File: config.mk
export PLATFORM = sky130hd
export DESIGN_NAME = output_reorder_ctrl
export DESIGN_NICKNAME = d
export VERILOG_FILES = /design/src/rtl/output_reorder_ctrl.sv
export SDC_FILE = /design/constraint.sdc
export NUM_CORES = 1
export LEC_CHECK = 0
export CORE_UTILIZATION = 48
export CTS_CLUSTER_DIAMETER = 30
export DETAILED_ROUTE_END_ITERATION = 8
export GPL_TIMING_DRIVEN = 1
export PLACE_DENSITY_LB_ADDON = 0.3
export SYNTH_ARGS = -nofsm -noshare
export SYNTH_HDL_FRONTEND = slang
export SYNTH_SLANG_ARGS = --single-unit
File: constraint.sdc
create_clock -name clock -period 2.6 [get_ports clock]
set_input_delay 0.52 -clock clock [delete_from_list [all_inputs] [get_ports clock]]
set_output_delay 0.52 -clock clock [all_outputs]
set_load 0.03 [all_outputs]
File: src/rtl/output_reorder_ctrl.sv
// In-order retirement controller for an output ring buffer: allocates tags in issue order,
// accepts out-of-order completions by tag, and releases entries strictly in issue order.
module output_reorder_ctrl #(
  parameter int unsigned NUM_ENTRY = 4,
  localparam int unsigned WIDTH_TAG = $clog2(NUM_ENTRY)
) (
  input  logic                 clock,
  input  logic                 reset,
  input  logic                 I_Clr,
  input  logic                 I_Issue,
  output logic                 O_Issue_Ack,
  output logic [WIDTH_TAG-1:0] O_WTag,
  input  logic                 I_Cmpl,
  input  logic [WIDTH_TAG-1:0] I_Cmpl_Tag,
  output logic                 O_Cmpl_Err,
  output logic                 O_Retire,
  output logic [WIDTH_TAG-1:0] O_RTag,
  input  logic                 I_Retire_Rdy,
  input  logic                 I_Drain,
  output logic                 O_Drained,
  output logic [WIDTH_TAG:0]   O_Count,
  output logic                 O_Full,
  output logic                 O_Empty
);

  // Status bits cover every encodable tag; slots >= NUM_ENTRY are never allocated, so a
  // completion to such a tag always reports an error without a separate range check.
  localparam int unsigned NumSlot = 2 ** WIDTH_TAG;
  localparam logic [WIDTH_TAG-1:0] LastTag = WIDTH_TAG'(NUM_ENTRY - 1);
  localparam logic [WIDTH_TAG:0] FullCount = (WIDTH_TAG + 1)'(NUM_ENTRY);

  typedef enum logic [1:0] {StRun, StDrain, StDone} state_e;

  state_e               state_q, state_d;
  logic [WIDTH_TAG-1:0] wr_ptr_q, wr_ptr_d, rd_ptr_q, rd_ptr_d;
  logic [WIDTH_TAG:0]   count_q, count_d;
  logic [NumSlot-1:0]   alloc_q, alloc_d, done_q, done_d;
  logic                 cmpl_err_q, cmpl_err_d;
  logic                 cmpl_ok, retire_fire;

  assign O_Count     = count_q;
  assign O_Full      = (count_q == FullCount);
  assign O_Empty     = (count_q == '0);
  assign O_Issue_Ack = I_Issue & ~O_Full & (state_q == StRun);
  assign O_WTag      = wr_ptr_q;
  assign O_RTag      = rd_ptr_q;
  assign O_Retire    = ~O_Empty & done_q[rd_ptr_q];
  assign O_Cmpl_Err  = cmpl_err_q;
  assign O_Drained   = (state_q == StDone);

  assign retire_fire = O_Retire & I_Retire_Rdy;
  // Uses pre-edge bits, so completing the tag acked in the same cycle is rejected.
  assign cmpl_ok     = I_Cmpl & alloc_q[I_Cmpl_Tag] & ~done_q[I_Cmpl_Tag];

  always_comb begin
    wr_ptr_d   = wr_ptr_q;
    rd_ptr_d   = rd_ptr_q;
    count_d    = count_q;
    alloc_d    = alloc_q;
    done_d     = done_q;
    cmpl_err_d = I_Cmpl & ~cmpl_ok;
    state_d    = state_q;

    if (O_Issue_Ack) begin
      alloc_d[wr_ptr_q] = 1'b1;
      wr_ptr_d = (wr_ptr_q == LastTag) ? '0 : wr_ptr_q + WIDTH_TAG'(1);
    end
    if (cmpl_ok) begin
      done_d[I_Cmpl_Tag] = 1'b1;
    end
    if (retire_fire) begin
      alloc_d[rd_ptr_q] = 1'b0;
      done_d[rd_ptr_q]  = 1'b0;
      rd_ptr_d = (rd_ptr_q == LastTag) ? '0 : rd_ptr_q + WIDTH_TAG'(1);
    end

    unique case ({O_Issue_Ack, retire_fire})
      2'b10:   count_d = count_q + (WIDTH_TAG + 1)'(1);
      2'b01:   count_d = count_q - (WIDTH_TAG + 1)'(1);
      default: count_d = count_q;
    endcase

    unique case (state_q)
      StRun:   if (I_Drain) state_d = StDrain;
      StDrain: if (O_Empty) state_d = StDone;
      StDone:  state_d = StRun;
      default: state_d = StRun;
    endcase
  end

  always_ff @(posedge clock) begin
    if (reset || I_Clr) begin
      state_q    <= StRun;
      wr_ptr_q   <= '0;
      rd_ptr_q   <= '0;
      count_q    <= '0;
      alloc_q    <= '0;
      done_q     <= '0;
      cmpl_err_q <= 1'b0;
    end else begin
      state_q    <= state_d;
      wr_ptr_q   <= wr_ptr_d;
      rd_ptr_q   <= rd_ptr_d;
      count_q    <= count_d;
      alloc_q    <= alloc_d;
      done_q     <= done_d;
      cmpl_err_q <= cmpl_err_d;
    end
  end

endmodule

Yosys cells after proc, flatten, opt, wreduce, memory -nomap -nowiden

Index checks and enable logic that the tools add are counted.

Input port bits: 9
Output and inout bits: 13
Register bits: 18

$lt $le $gt $ge: 6
Eq/ne operators: 9
Reduce and logical (&&, ||, !) cells: 8
Bitwise operators: 16
$add $sub $neg: 4
Mux-type cells: 22

Operators by type and width:

| cell                  | count |
|---|---|
| $mux W4               | 4 |
| $lt A2 B3 Y1 const B  | 3 |
| $and A4 B4 Y4         | 2 |
| $eq A2 B2 Y1 const B  | 4 |
| $mux W2               | 4 |
| $or A4 B4 Y4          | 2 |
| $and A1 B1 Y1         | 7 |
| $bmux W1 S2           | 3 |
| $demux W1 S2          | 3 |
| $ge A2 B1 Y1 const B  | 3 |
| $mux W1               | 6 |
| $pmux W3 S2           | 1 |
| $add A2 B1 Y2 const B | 2 |
| $eq A2 B1 Y1 const B  | 2 |
| $ne A2 B2 Y1 const B  | 2 |
| $not A1 Y1            | 4 |
| $not A4 Y4            | 1 |
| $pmux W2 S2           | 1 |
| $add A3 B1 Y3 const B | 1 |
| $eq A3 B3 Y1 const B  | 1 |
| $logic_and A1 B1 Y1   | 3 |
| $logic_not A3 Y1      | 1 |
| $sub A3 B1 Y3 const B | 1 |
| $logic_not A2 Y1      | 1 |
| other kinds (3)       | 3 |

Logic depth before layout (Yosys ltp)

Gate-level depths: netlist of run 1.

Word-level depth: 8
Depth in mapped cells: 11
Gate-level depth less buffers: 10

Worst setup path before layout of run 1

Ideal clock, no wire load.

Path type: register -> register
From: register count_q[2], in the netlist O_Count[2]
To: register count_q[2], in the netlist O_Count[2]
Period minus slack after synthesis: 2.937 ns
Setup time: 0.071 ns
Buffers on the path: 1
Arrival: 2.866 ns
Cell stages (with the launch flop): 12
Slack: -0.337 ns
Required time: 2.529 ns
Cell sequence: dfxtp_1 -> or3b_2 -> buf_2 -> inv_1 -> nor2_1 -> inv_1 -> ha_1 -> inv_1 -> fa_1 -> xor2_1 -> or3_1 -> a21oi_1

Cells in the longest elaborated chain, start to end: 6
Elaborated cells on any way between the ends: 14
Those cells by class: 2 x add/sub; 3 x eq/ne; 1 x mux; 6 x bitwise; 2 x reduce/logical

Ends and longest elaborated chain:

| what                                                     | line | text |
|---|---|---|
| start: declaration                                       | 36   | `logic [WIDTH_TAG:0] count_q, count_d;` |
| start signal: assignment                                 | 104  | `count_q <= count_d;` |
| $eq A3 B3 Y1 *                                           | 42   | `assign O_Full = (count_q == FullCount);` |
| via O_Full                                               | 22   | `output logic O_Full,` |
| $not A1 Y1 *                                             | 44   | `assign O_Issue_Ack = I_Issue & ~O_Full & (state_q == StRun);` |
| $and A1 B1 Y1 * (2 in a row)                             | 44   |  |
| via O_Issue_Ack                                          | 11   | `output logic O_Issue_Ack,` |
| $eq A2 B1 Y1 / $eq A2 B2 Y1 (equally long branches)      | 77   | `unique case ({O_Issue_Ack, retire_fire})` |
| $pmux W3 S2 / $reduce_bool A2 Y1 (equally long branches) | --   |  |

The timed path passes the listed nets; every way through them passes the cells marked *.
A chain may end at the register's enable or synchronous reset.

Worst setup path after layout of run 1

From: register rd_ptr_q[0], in the netlist O_RTag[0]
To: output O_Retire

Cells in the longest elaborated chain, start to end: 3

Ends and longest elaborated chain:

| what                          | line | text |
|---|---|---|
| start: declaration            | 35   | `logic [WIDTH_TAG-1:0] wr_ptr_q, wr_ptr_d, rd_ptr_q, rd_ptr_d;` |
| start signal: assignment      | 103  | `rd_ptr_q <= rd_ptr_d;` |
| $bmux W1 S2                   | 47   | `assign O_Retire = ~O_Empty & done_q[rd_ptr_q];` |
| $mux W1 (implied by the code) | 47   |  |
| $and A1 B1 Y1                 | 47   |  |
| end: declaration              | 16   | `output logic O_Retire,` |

No other way between the ends. The select of a mux whose other input is x is not followed.

==> summary.txt, run 1 <==
Starting density of the core: 53.47%
Final nets: 148
Vias in the first global route: 801
Worst-skew pair later-pin latency: 0.29 ns
Busiest grt layer: met2
Dpl hpwl: 1638 microns
Total Die Area: 0.002190 sq mm
Core region area: 0.001802 sq mm
Hold Path Depth: 2
CTS tree: built
Relative slew slack: 62.86%
WL final: 2184 microns
Synth warnings: 0
Worst-Margin Slew: 0.5560 ns
Reg2reg end: O_Count[2]
I/O Pins: 22
Critical Path AT: 1.90 ns
Hold Startpoint: alloc_q[0]
Initial antenna violation count: 0
PortBufs: 21
Final worst setup slack: 0.1812 ns
Worst-path fanout max: 6
Reg2Reg Depth: 10
Largest stage delay, worst path: 0.60 ns
Syn avg cell area: 9.445 sq um
Max VDD drop: 0.3699 mV
Antenna diode count: 0
GR Util All Layers: 22.46%
Row count: 15
Final GP Congestion: 0.8117
Pre-CTS WS: -0.04615 ns
Ys async rst share: 0%
DR vias: 852
RSZ-0062 raised after global routing: no
M1 GR Usage: 26.44%
Synth cell types: 34
CP delay by family, top: multiplexers
DR pass1 iterations: 3
Kind of critical path: flip-flop to output port
Cell-by-cell trace of the critical path: mux4_2, nor2b_1, dlygate4sd2_1
CP Launch Type: flip-flop
Hold Path Class: flip-flop to flip-flop
Status: finished clean
Die height: 46.80 microns
Fillers: 149
GR Util met3: 3.462%
# clock sinks: 18
Multiplexer share of the synthesized area: 2.338%
Finished Core Util: 69.72%
Synth Cell Area: 963.4 sq um
Largest net degree at the start of global routing: 17
Register bit total from synthesis: 18
DR WL/cell: 14.27 microns
GRT Residual Overflow: 0
Top_reg_cell synth: dfxtp_1
Post-Synth Adder-Cell Area: 13.77%
Synth Area in Simple Gates: 16.62%
Crit path buf inv count: 1
Max_cap viols: 0
Register area share after synthesis: 37.40%
Reg-to-reg startpoint: O_Count[0]
Post-synth EDFFs: 0
Area grow syn2layout: 30.39%
Pwr/cell area: 401.6 mW/mm^2
Crit. Startpoint: O_RTag[0]
Initial drt markers: 8
Req. time, crit path: 2.08 ns
Period utilisation layout: 93.03%
DRC Markers: 0
Final setup viols: 0
H-Tree Depth: 1
CTS root buf: clkbuf_4
Slowest CP cell: mux4_2
WHS Endpoint: alloc_q[0]
Cells after synthesis: 102
F_max: 413.4 MHz
Vias/cell: 5.569
Final Slew Violations: 0
Main combinational cell family by area after synthesis: compound AO/OA/AOI/OAI gates
Share of layout cells above drive strength 1: 15.63%
Met2 usage: 40.28%
Skew final: 0.006483 ns
Worst R2R Setup Slack: 0.18 ns
Design area: 0.001256 sq mm
Placed cell area: 0.001229 sq mm
Worst Setup End Kind: output port
Final critical-path required period: 2.419 ns
CTS clock-pin slew for the worst setup and hold paths: 0.10 ns
Syn nets: 121
Global-route wire length before repair: 3408 microns
Number of setup buffers added after CTS: 0
Leak: 0.4697 nW
Cts bufs inserted: 3
Antenna viol nets, final: 0
Clock Path Buffers: 2
Synth Area in Compound Gates: 20.91%
Hold Vio Cnt, Final: 0
Die width: 46.80 microns
Post-synthesis xor/xnor area fraction: 1.818%
report_power, final:
group | internal, mW | switching [mW]
combinational | 0.0341 | 0.0390
clock | 0.0597 | 0.0864
sequential | 0.280 | 0.00548
total | 0.374 | 0.131
repair_timing:
item | CTS | global route
cloned | 0 | 0
hold endpoints to repair | 0 | 0
hold buffers | 0 | 0
setup endpoints to repair | 1 | 1
resized for setup | 1 | 1
how the worst max path moves through the flow:
stage | end | slack [ns] | cells after the start
after detailed placement | O_Count[2] | -0.05 | 10
after floorplan | O_Count[2] | 0.02 | 11
after CTS | O_Full | 0.01 | 3
after global placement | O_Count[2] | 0.03 | 10
final | O_Retire | 0.18 | 3
after global routing | O_Count[2] | 0.07 | 10
through the flow:
step	TNS, ns	hold WS (ns)	power, mW	std cells
after CTS	0	0.5150	0.5096	153
after global placement	0	0.4762	0.3623	149
after detailed placement	-0.04615	0.4997	0.3643	149
after floorplan	0	0.4443	0.3283	102
final	0	0.5095	0.5045	153
after global routing	0	0.5409	0.5237	153
metal layers:
metal / up-vias / part of all wire, %
li1: 426 / -
met5: - / 0
met3: 4 / 3.4
met4: 0 / 1.5
met1: 407 / 46
met2: 15 / 49
flip-flops by register name (all words and copies together) (netlist names):
name        flops
O_Cmpl_Err      1
O_RTag          2
alloc_q         4
state_q         2
O_WTag          2
O_Count         3
done_q          4
cells by family after synthesis:
| kind of cell | count (synthesis) |
|---|---|
| buffers and inverters | 16 |
| flip-flops | 18 |
| multiplexers | 1 |
| XOR/XNOR | 2 |
| adder cells (fa/ha/maj) | 10 |
| AO/OA/AOI/OAI | 28 |
| AND/OR/NAND/NOR | 27 |
worst register-to-register path, delay by kind of cell (launching register included):
kind | cells | cell delay [ns]
xor gates and xnor gates | 1 | 0.16
DFF | 1 | 0.36
adders and majority gates | 2 | 0.53
and+or+nand+nor | 3 | 0.92
buffers and inverters | 3 | 0.26
AOI/OAI and AO/OA | 1 | 0.13
placed cells by master, fill, tap and decap left out, drive strengths merged, types with 2 or more instances in the layout:
master,synthesis,routed
buf,2,6
or3b,2,2
o31ai,2,2
a221oi,2,2
nor2b,3,3
nand4,2,2
nand3b,2,2
nor2,7,7
nand3,3,3
a211oi,6,6
xor2,2,2
a21oi,5,5
a41oi,2,2
o311ai,2,2
inv,12,11
clkdlybuf4s50,0,18
clkbuf,2,4
a31oi,4,4
dfxtp,18,18
ha,9,9
o21ai,3,3
area by class of cell:
cell class	instances	area [sq um]	share of cell area, %
Tap cell	25	31.28	2.490
Timing Repair Buffer	26	246.5	19.62
Multi-Input combinational cell	68	536.8	42.73
Clock buffer	4	26.28	2.092
Inverter	12	48.80	3.884
Sequential cell	18	366.6	29.18
synth_stat cells (2+ instances only):
master    instances  area share [%]
dfxtp_1          18              37
inv_1            12             4.7
ha_1              9              12
nor2_1            7             2.7
a211oi_1          6             4.7
a21oi_1           5             2.6
a31oi_1           4             2.6
nand3_1           3             1.6
nor2b_1           3             1.9
o21ai_0           3             1.6
a41oi_1           2             1.8
clkbuf_1          2            0.78
nand3b_1          2             1.6
nand4_1           2             1.3
o311ai_0          2             1.8
o31ai_1           2             1.6
or3b_2            2             1.8
xor2_1            2             1.8
Power figures use the tool's default switching activity.
==> run 2: changes to the inputs <==
Settings changed: PLACE_DENSITY from default to 0.79, PLACE_DENSITY_LB_ADDON 0.3 to default.
==> run 2 against run 1 <==
Global-route usage about the same; critical path type is now flip-flop to flip-flop; final cell count unchanged; clock-buffer cell count unchanged.
==> summary.txt, run 2 (same netlist as run 1, synthesis figures left out) <==
Status: finished clean
Leak: 0.4759 nW (+1.3%)
Hold Path Class: flip-flop to flip-flop
Cts bufs inserted: 3 (unchanged)
Final TNS setup: 0 ns (unchanged)
Flop pwr share: 54.2% (-2.3 points)
Max VDD drop: 0.2676 mV (-28%)
Initial drt markers: 8 (unchanged)
Initial antenna violation count: 0 (unchanged)
Final Slew Violations: 0 (unchanged)
Hold Startpoint: alloc_q[0]
Worst-skew pair later-pin latency: 0.29 ns (about the same)
Max_cap viols: 0 (unchanged)
Starting density of the core: 53.47% (unchanged)
Hold Vio Cnt, Final: 0 (unchanged)
Core region area: 0.001802 sq mm (unchanged)
Relative slew slack: 59.32% (-3.5 points)
P_sw: 0.1273 mW (-2.7%)
Row count: 15 (unchanged)
Design area: 0.001266 sq mm (+0.80%)
Largest net degree at the start of global routing: 17 (unchanged)
Total Die Area: 0.002190 sq mm (unchanged)
Reg-to-reg startpoint: O_Count[0]
Final nets: 148 (unchanged)
Req. time, crit path: 2.82 ns (+0.74 ns)
Worst R2R Setup Slack: 0.19 ns (about the same)
FF+latch area: 366.6 sq um (unchanged)
Clock Path Buffers: 2 (unchanged)
Antenna viol nets, final: 0 (unchanged)
Pwr/cell area: 415.8 mW/mm^2 (+3.5%)
CP Launch Type: flip-flop
Area grow syn2layout: 31.43%
GRT Residual Overflow: 0 (unchanged)
Die width: 46.80 microns (unchanged)
Die height: 46.80 microns (unchanged)
Fillers: 157 (+5.4%)
Most common library cell in the layout ignoring fill and taps: clkdlybuf4s50_1
WL final: 2165 microns (-0.87%)
Power Total: 0.5265 mW (+4.4%)
Vias/cell: 5.510 (-1.1%)
Worst-path fanout max: 6 (unchanged)
Dpl hpwl: 1627 microns (-0.72%)
Global-route wire length before repair: 3456 microns (+1.4%)
Placed cell area: 0.001229 sq mm (unchanged)
Kind of critical path: flip-flop to flip-flop
DR pass1 iterations: 6 (+3)
CTS clock-pin slew for the worst setup and hold paths: 0.11 ns (about the same)
CTS root buf: clkbuf_4
Area of the multi-input gates: 536.8 sq um (unchanged)
Vias in the first global route: 773 (-3.5%)
Antenna diode count: 0 (unchanged)
Reg2reg end: O_Count[2]
Final critical-path required period: 2.413 ns (-0.005307 ns)
Period utilisation layout: 92.83% (-0.20 points)
F_max: 414.3 MHz (+0.22%)
CTS tree: built
Internal: 0.3992 mW (+6.8%)
GR Util All Layers: 22.47% (about the same)
Worst Setup End Kind: flip-flop
Reg2Reg Depth: 10 (unchanged)
PortBufs: 21 (unchanged)
DR WL/cell: 14.15 microns (-0.87%)
Worst-Margin Slew: 0.6088 ns (+0.05285 ns)
DRC Markers: 0 (unchanged)
Hold Path Depth: 2 (unchanged)
Number of setup buffers added after CTS: 0 (unchanged)
Critical Path AT: 2.63 ns (+0.73 ns)
# clock sinks: 18 (unchanged)
RSZ-0062 raised after global routing: no
H-Tree Depth: 1 (unchanged)
Switching part of the total: 24.19% (-1.8 points)
Most frequent cells in the layout: 18 x clkdlybuf4s50_1, 15 x dfxtp_1, 11 x inv_1
Logic gate share of total power: 13.7% (-0.8 points)
Final GP Congestion: 0.8094 (-0.28%)
I/O Pins: 22 (unchanged)
DR vias: 843 (-1.1%)
WHS Endpoint: alloc_q[0]
Skew final: 0.007943 ns (+0.001460 ns)
Clock power frac: 32.1% (+3.1 points)
Share of layout cells above drive strength 1: 16.41% (+0.78 points)
Final setup viols: 0 (unchanged)
[run 2: changes by cell type in the layout (fill, tap and decap cells not counted)]
| cell | previous run | this run |
|---|---|---|
| clkbuf_8 | 0 | 1 |
| clkbuf_1 | 1 | 0 |
[run 2: worst max path at each step]
stage          depth (start not counted)    endpoint  slack [ns]  startpoint
6_report                              10  O_Count[2]        0.19  O_Count[0]
2_1_floorplan                         11  O_Count[2]        0.02  O_Count[0]
5_1_grt                               10  O_Count[2]        0.04  O_Count[0]
4_1_cts                                3      O_Full        0.05  O_Count[0]
3_3_place_gp                          10  O_Count[2]      -0.008     I_Issue
3_5_place_dp                          10  O_Count[2]       -0.08     I_Issue
[run 2: power groups by stage]
stage | combinational [mW] | clock [mW] | sequential, mW
final | 0.0723 | 0.169 | 0.285
after global routing | 0.0792 | 0.189 | 0.286
after CTS | 0.0727 | 0.171 | 0.285
after detailed placement | 0.0721 | 0 | 0.291
after global placement | 0.0706 | 0 | 0.291
after floorplan | 0.0326 | 0 | 0.296
[run 2: what timing repair did]
item,in CTS,in global routing
hold buffers,0,0
gates resized for setup,1,1
setup endpoints to repair,1,1
[run 2: stage by stage]
step / setup slack, ns / cells / utilization [%] / hold WS (ns)
floorplan: 0.02260 / 102 / - / 0.4443
global placement: -0.007622 / 149 / 68.19 / 0.4803
detailed placement: -0.07554 / 149 / 68.19 / 0.4929
CTS: 0.04694 / 153 / 70.14 / 0.5075
global route: 0.03521 / 153 / 70.28 / 0.5386
finish: 0.1865 / 153 / 70.28 / 0.5056
[run 2: layout make-up]
| class | instances | area share [%] |
|---|---|---|
| multi-input combinational | 68 | 42.39 |
| sequential | 18 | 28.95 |
| timing repair buffer | 26 | 19.47 |
| inverter | 12 | 3.854 |
| clock buffer | 4 | 2.866 |
| tap | 25 | 2.470 |
[run 2: worst max-delay path, cell delays in order, from the launching register on]
cell	delay, ns
dfxtp_2	0.37
or3b_2	0.57
clkinvlp_4	0.14
nor2_2	0.05
inv_1	0.05
ha_1	0.16
inv_1	0.05
fa_1	0.37
xor2_1	0.16
or3_1	0.30
a21oi_1	0.14
[run 2: metal layers]
layer  track usage (%)  up-vias  wire length (microns)
li1                  -      427                      -
met1             28.57      389                   1022
met2             36.94       23                   1005
met3             4.231        4                    109
met4             10.29        0                     27
met5                 0        -                      0
==> run 3: changes to the inputs <==
--- a/config.mk
+++ b/config.mk
@@ -11,2 +11,3 @@
 export GPL_TIMING_DRIVEN = 1
+export HOLD_SLACK_MARGIN = 0.1
 export PLACE_DENSITY = 0.79
--- a/constraint.sdc
+++ b/constraint.sdc
@@ -3,2 +3,2 @@
 set_output_delay 0.52 -clock clock [all_outputs]
-set_load 0.03 [all_outputs]
+set_load 0.01 [all_outputs]
==> run 3 against run 2 <==
First-iteration DRC count increased by 25%; non-clock buffer count unchanged; clock-buffer cell count unchanged; largest cell class unchanged; highest routed layer unchanged; core utilization decreased by 0.42 points.
==> summary.txt, run 3 (same netlist as run 1, synthesis figures left out) <==
Status: finished clean
Share of layout cells above drive strength 1: 13.28% (-3.1 points)
DR WL/cell: 14.51 microns (+2.5%)
Final TNS setup: 0 ns (unchanged)
Design area: 0.001259 sq mm (-0.59%)
CP Launch Type: flip-flop
Antenna viol nets, final: 0 (unchanged)
Hold Vio Cnt, Final: 0 (unchanged)
RSZ-0062 raised after global routing: no
Initial drt markers: 10 (+2)
CTS clock-pin slew for the worst setup and hold paths: 0.10 ns (about the same)
Area grow syn2layout: 30.65%
Logic gate share of total power: 12.1% (-1.6 points)
DR vias: 856 (+1.5%)
Die width: 46.80 microns (unchanged)
CTS tree: built
GRT Residual Overflow: 0 (unchanged)
Largest net degree at the start of global routing: 17 (unchanged)
Core region area: 0.001802 sq mm (unchanged)
Relative slew slack: 54.57% (-4.8 points)
Total Die Area: 0.002190 sq mm (unchanged)
Critical Path AT: 1.91 ns (-0.72 ns)
P_sw: 0.1255 mW (-1.5%)
Max VDD drop: 0.3723 mV (+39%)
Vias/cell: 5.595 (+1.5%)
Switching part of the total: 23.90% (-0.28 points)
Cts bufs inserted: 3 (unchanged)
Pre-CTS WS: -0.09582 ns (-0.02029 ns)
Most frequent cells in the layout: 20 x clkdlybuf4s50_1, 16 x dfxtp_1, 12 x inv_1
Placed cell area: 0.001219 sq mm (-0.81%)
Reg2Reg Depth: 10 (unchanged)
WL final: 2220 microns (+2.5%)
Row count: 15 (unchanged)
Die height: 46.80 microns (unchanged)
Worst Setup End Kind: output port
Clock power frac: 33.3% (+1.2 points)
Starting density of the core: 53.47% (unchanged)
Most common library cell in the layout ignoring fill and taps: clkdlybuf4s50_1
Final worst setup slack: 0.1666 ns (-0.01990 ns)
Skew final: 0.002690 ns (-0.005253 ns)
Period utilisation layout: 93.59% (+0.77 points)
Final setup viols: 0 (unchanged)
I/O Pins: 22 (unchanged)
Non-Filler Instances: 153 (unchanged)
Antenna diode count: 0 (unchanged)
GR Util All Layers: 22.93% (+0.46 points)
Worst-skew pair later-pin latency: 0.29 ns (about the same)
Kind of critical path: flip-flop to output port
Final Slew Violations: 0 (unchanged)
Vias in the first global route: 795 (+2.8%)
CTS root buf: clkbuf_4
Finished Core Util: 69.86% (-0.42 points)
DRC Markers: 0 (unchanged)
Flop pwr share: 54.6% (+0.4 points)
PortBufs: 21 (unchanged)
Hold Path Class: flip-flop to flip-flop
Max_cap viols: 0 (unchanged)
Final GP Congestion: 0.7885 (-2.6%)
Clock Path Buffers: 2 (unchanged)
F_max: 411.0 MHz (-0.82%)
Worst-Margin Slew: 0.6800 ns (+0.07120 ns)
H-Tree Depth: 1 (unchanged)
Hold Path Depth: 2 (unchanged)
Initial antenna violation count: 0 (unchanged)
Placed cell count: 149 (unchanged)
Hold WS: 0.5081 ns (+0.002543 ns)
Req. time, crit path: 2.08 ns (-0.74 ns)
Worst-path fanout max: 6 (unchanged)
Pwr/cell area: 417.1 mW/mm^2 (+0.31%)
Dpl hpwl: 1725 microns (+6.0%)
Final critical-path required period: 2.433 ns (+0.01990 ns)
# clock sinks: 18 (unchanged)
Power Total: 0.5250 mW (-0.28%)
Global-route wire length before repair: 3463 microns (+0.20%)
Final nets: 148 (unchanged)
Internal: 0.3995 mW (about the same)
Leak: 0.4649 nW (-2.3%)
DR pass1 iterations: 4 (-2)
run 3: cell count changes in the layout (fill, tap and decap cells not counted):
cell             before  now
dfxtp_4               1    0
clkinvlp_4            1    0
or3b_2                2    1
inv_1                11   12
nor2_2                1    0
buf_4                 6    5
dfxtp_1              15   16
nor2_1                6    7
clkdlybuf4s50_1      18   20
or3b_4                0    1
dlymetal6s2s_1        1    0
run 3: final cells by class:
class,instances,area (sq um)
Clock buffer,4,36.28
Fill cell,158,543.0
Inverter,12,45.04
Multi-Input combinational cell,68,536.8
Sequential cell,18,362.8
Tap cell,25,31.28
Timing Repair Buffer,26,246.5
run 3: metal layers:
layer	track usage [%]	wire [microns]	vias to the layer above
met2	41.39	1147	21
li1	-	-	426
met5	0	0	-
met3	6.154	106	6
met1	26.13	917	403
met4	7.429	48	0
run 3: worst paths after layout:
path                            slack [ns]        from         end
worst max-delay path                  0.17   O_RTag[0]    O_Retire
worst min-delay path                  0.51  alloc_q[0]  alloc_q[0]
worst max register to register        0.22  O_Count[0]  O_Count[2]
worst min register to register        0.51  alloc_q[0]  alloc_q[0]
run 3: power groups by stage:
stage	clock [mW]	combinational [mW]	sequential [mW]
CTS	0.180	0.0640	0.286
global placement	0	0.0624	0.292
floorplan	0	0.0283	0.292
detailed placement	0	0.0644	0.293
global route	0.191	0.0693	0.288
finish	0.175	0.0637	0.287
run 3: what timing repair did:
action / CTS / global route
hold buffers: 0 / 0
pin swaps: 0 / 0
setup buffers: 0 / 0
hold endpoints to repair: 0 / 0
setup endpoints to repair: 1 / 2
resized for setup: 1 / 3
run 3: worst max-delay path, cell delays in order (launching register included):
cell and delay (ns):
dfxtp_2 0.40, mux4_2 0.57, nor2b_1 0.16, clkdlybuf4s50_1 0.49
==> patch, RTL diff (flow settings as in run 2) <==
Set the parameter `NUM_ENTRY` to 8 (it was 4).
--- a/src/rtl/output_reorder_ctrl.sv
+++ b/src/rtl/output_reorder_ctrl.sv
@@ -2,5 +2,5 @@
 // accepts out-of-order completions by tag, and releases entries strictly in issue order.
 module output_reorder_ctrl #(
-  parameter int unsigned NUM_ENTRY = 4,
+  parameter int unsigned NUM_ENTRY = 8,
   localparam int unsigned WIDTH_TAG = $clog2(NUM_ENTRY)
 ) (
Interface: changed (resized I_Cmpl_Tag, O_Count, O_RTag and O_WTag); port bits go from 22 to 26. No check against the original RTL was run, so the function may have changed too.
==> patch against run 2 <==
Worst setup slack worse by 0.051 ns. Design area up 69%. Via count up 90%. Power up 61%. Largest power group unchanged. Sequential cell count up 11. Wire length up 93%. Area after synthesis up 78%. Combinational power up 49%. Highest routed layer unchanged. Count of clock-buffer cells in the layout up 3.
==> patch: results (changes against run 2) <==
| Metric | Value |
|---|---|
| Mux contribution to synthesized area | 6.77% (+4.4 points) |
| Peak supply drop | 0.276 mV (+3.0%) |
| Share of post-route cells with drive strength above 1 | 15.9% (-0.48 points) |
| Crit path DAT | 2.72 ns (+0.09 ns) |
| TritonCTS buffer count | 5 (+2) |
| Layout clock area frac | 2.57% (-0.30 points) |
| Placed Cells | 264 (+77%) |
| GRT Total Usage | 24.2% (+1.7 points) |
| Combinational power share | 12.8% (-0.9 points) |
| DRT Wirelength | 4180 µm (+93%) |
| Largest net degree at the start of global routing | 20 (+3) |
| Non-Clock Buffer Count | 40 (+54%) |
| Register area | 584 µm² (+59%) |
| Initial antenna violation count | 0 (unchanged) |
| Final Util | 63.2% (-7.1 points) |
| Via count | 1603 (+90%) |
| Clk Latency, worst-skew pair | 0.32 ns (+0.03 ns) |
| Post-synthesis xor/xnor area fraction | 1.53% (-0.29 points) |
| H-Tree Depth | 2 (+1) |
| NetSw | 220 µW (+73%) |
| Non-clk buf share | 16.8% (-2.7 points) |
| Synth warn | 0 (unchanged) |
| Crit path max-delay cell type | dfxtp_1 |
| Compound-Gate Fraction of Synth Area | 25.3% (+4.4 points) |
| Count of multi-input gates | 138 (+100%) |
| Syn_nets | 209 (+73%) |
| Port bufs | 25 (+19%) |
| # clk buffers | 7 (+3) |
| Count of different cell masters after synthesis | 52 (+53%) |
| Delay-heaviest family, CP | compound AO/OA/AOI/OAI gates |
| Post-Synth Adder-Cell Area | 5.10% (-8.7 points) |
| Tot Pwr | 846 µW (+61%) |
| CP max stage delay | 0.39 ns (-0.18 ns) |
| Placed Area | 2080 µm² (+69%) |
| First-pass GRT wire length | 6720 µm (+94%) |
| Post-synthesis sequential area ratio | 33.8% (-3.6 points) |
| Status | completed |
| Worst-margin pin slew | 0.534 ns (-0.0748 ns) |
| Top area cells in the synthesized netlist | dfxtp_1, ha_1, mux2i_1 |
| Area of the multi-input gates | 1040 µm² (+94%) |
| Final GP Congestion | 0.885 (+9.3%) |
| Critical path fanouts, max | 5 (-1) |
| Hpwl dp | 3130 µm (+92%) |
| Setup WS pre-CTS | -0.0299 ns (+0.0457 ns) |
| First-pass DRT Iterations | 4 (-2) |
| Clock share of power | 33.2% (+1.1 points) |
| Nets@finish | 243 (+64%) |
| Post-synth top cells | dfxtp_1, nor2_1, a21oi_1, inv_1, nand2_1 |
| Mapped Cells | 192 (+88%) |
| Initial DRC count | 106 (+98) |
| Leakage power | 0.000783 µW (+65%) |
| Vias in the first global route | 1428 (+85%) |
patch: logic make-up (layout without fill, tap and decap cells):
logic type	Yosys count	count (layout)
and+or+nand+nor	61	61
AOI/OAI and AO/OA	58	58
DFF	29	29
buffers and inverters	25	59
muxes	9	9
adders and majority gates	7	7
xor gates and xnor gates	3	3
patch: layer usage:
metal  routed length (µm)  GRT usage, %
met1                 1940          33.8
met2                 1900          37.3
met3                  274          4.76
met4                   61          8.57
met5                    0             0
patch: path summary, 6_finish.rpt:
check	end	depth (start not counted)	slack (ns)	start
setup / recovery	O_Count[2]$_SDFFE_PP0P_	11	0.14	O_RTag[2]$_SDFFE_PP0N_
hold / removal	alloc_q[5]$_SDFF_PP0_	2	0.48	alloc_q[5]$_SDFF_PP0_
setup reg to reg	O_Count[2]$_SDFFE_PP0P_	11	0.14	O_RTag[2]$_SDFFE_PP0N_
hold reg to reg	alloc_q[5]$_SDFF_PP0_	2	0.48	alloc_q[5]$_SDFF_PP0_
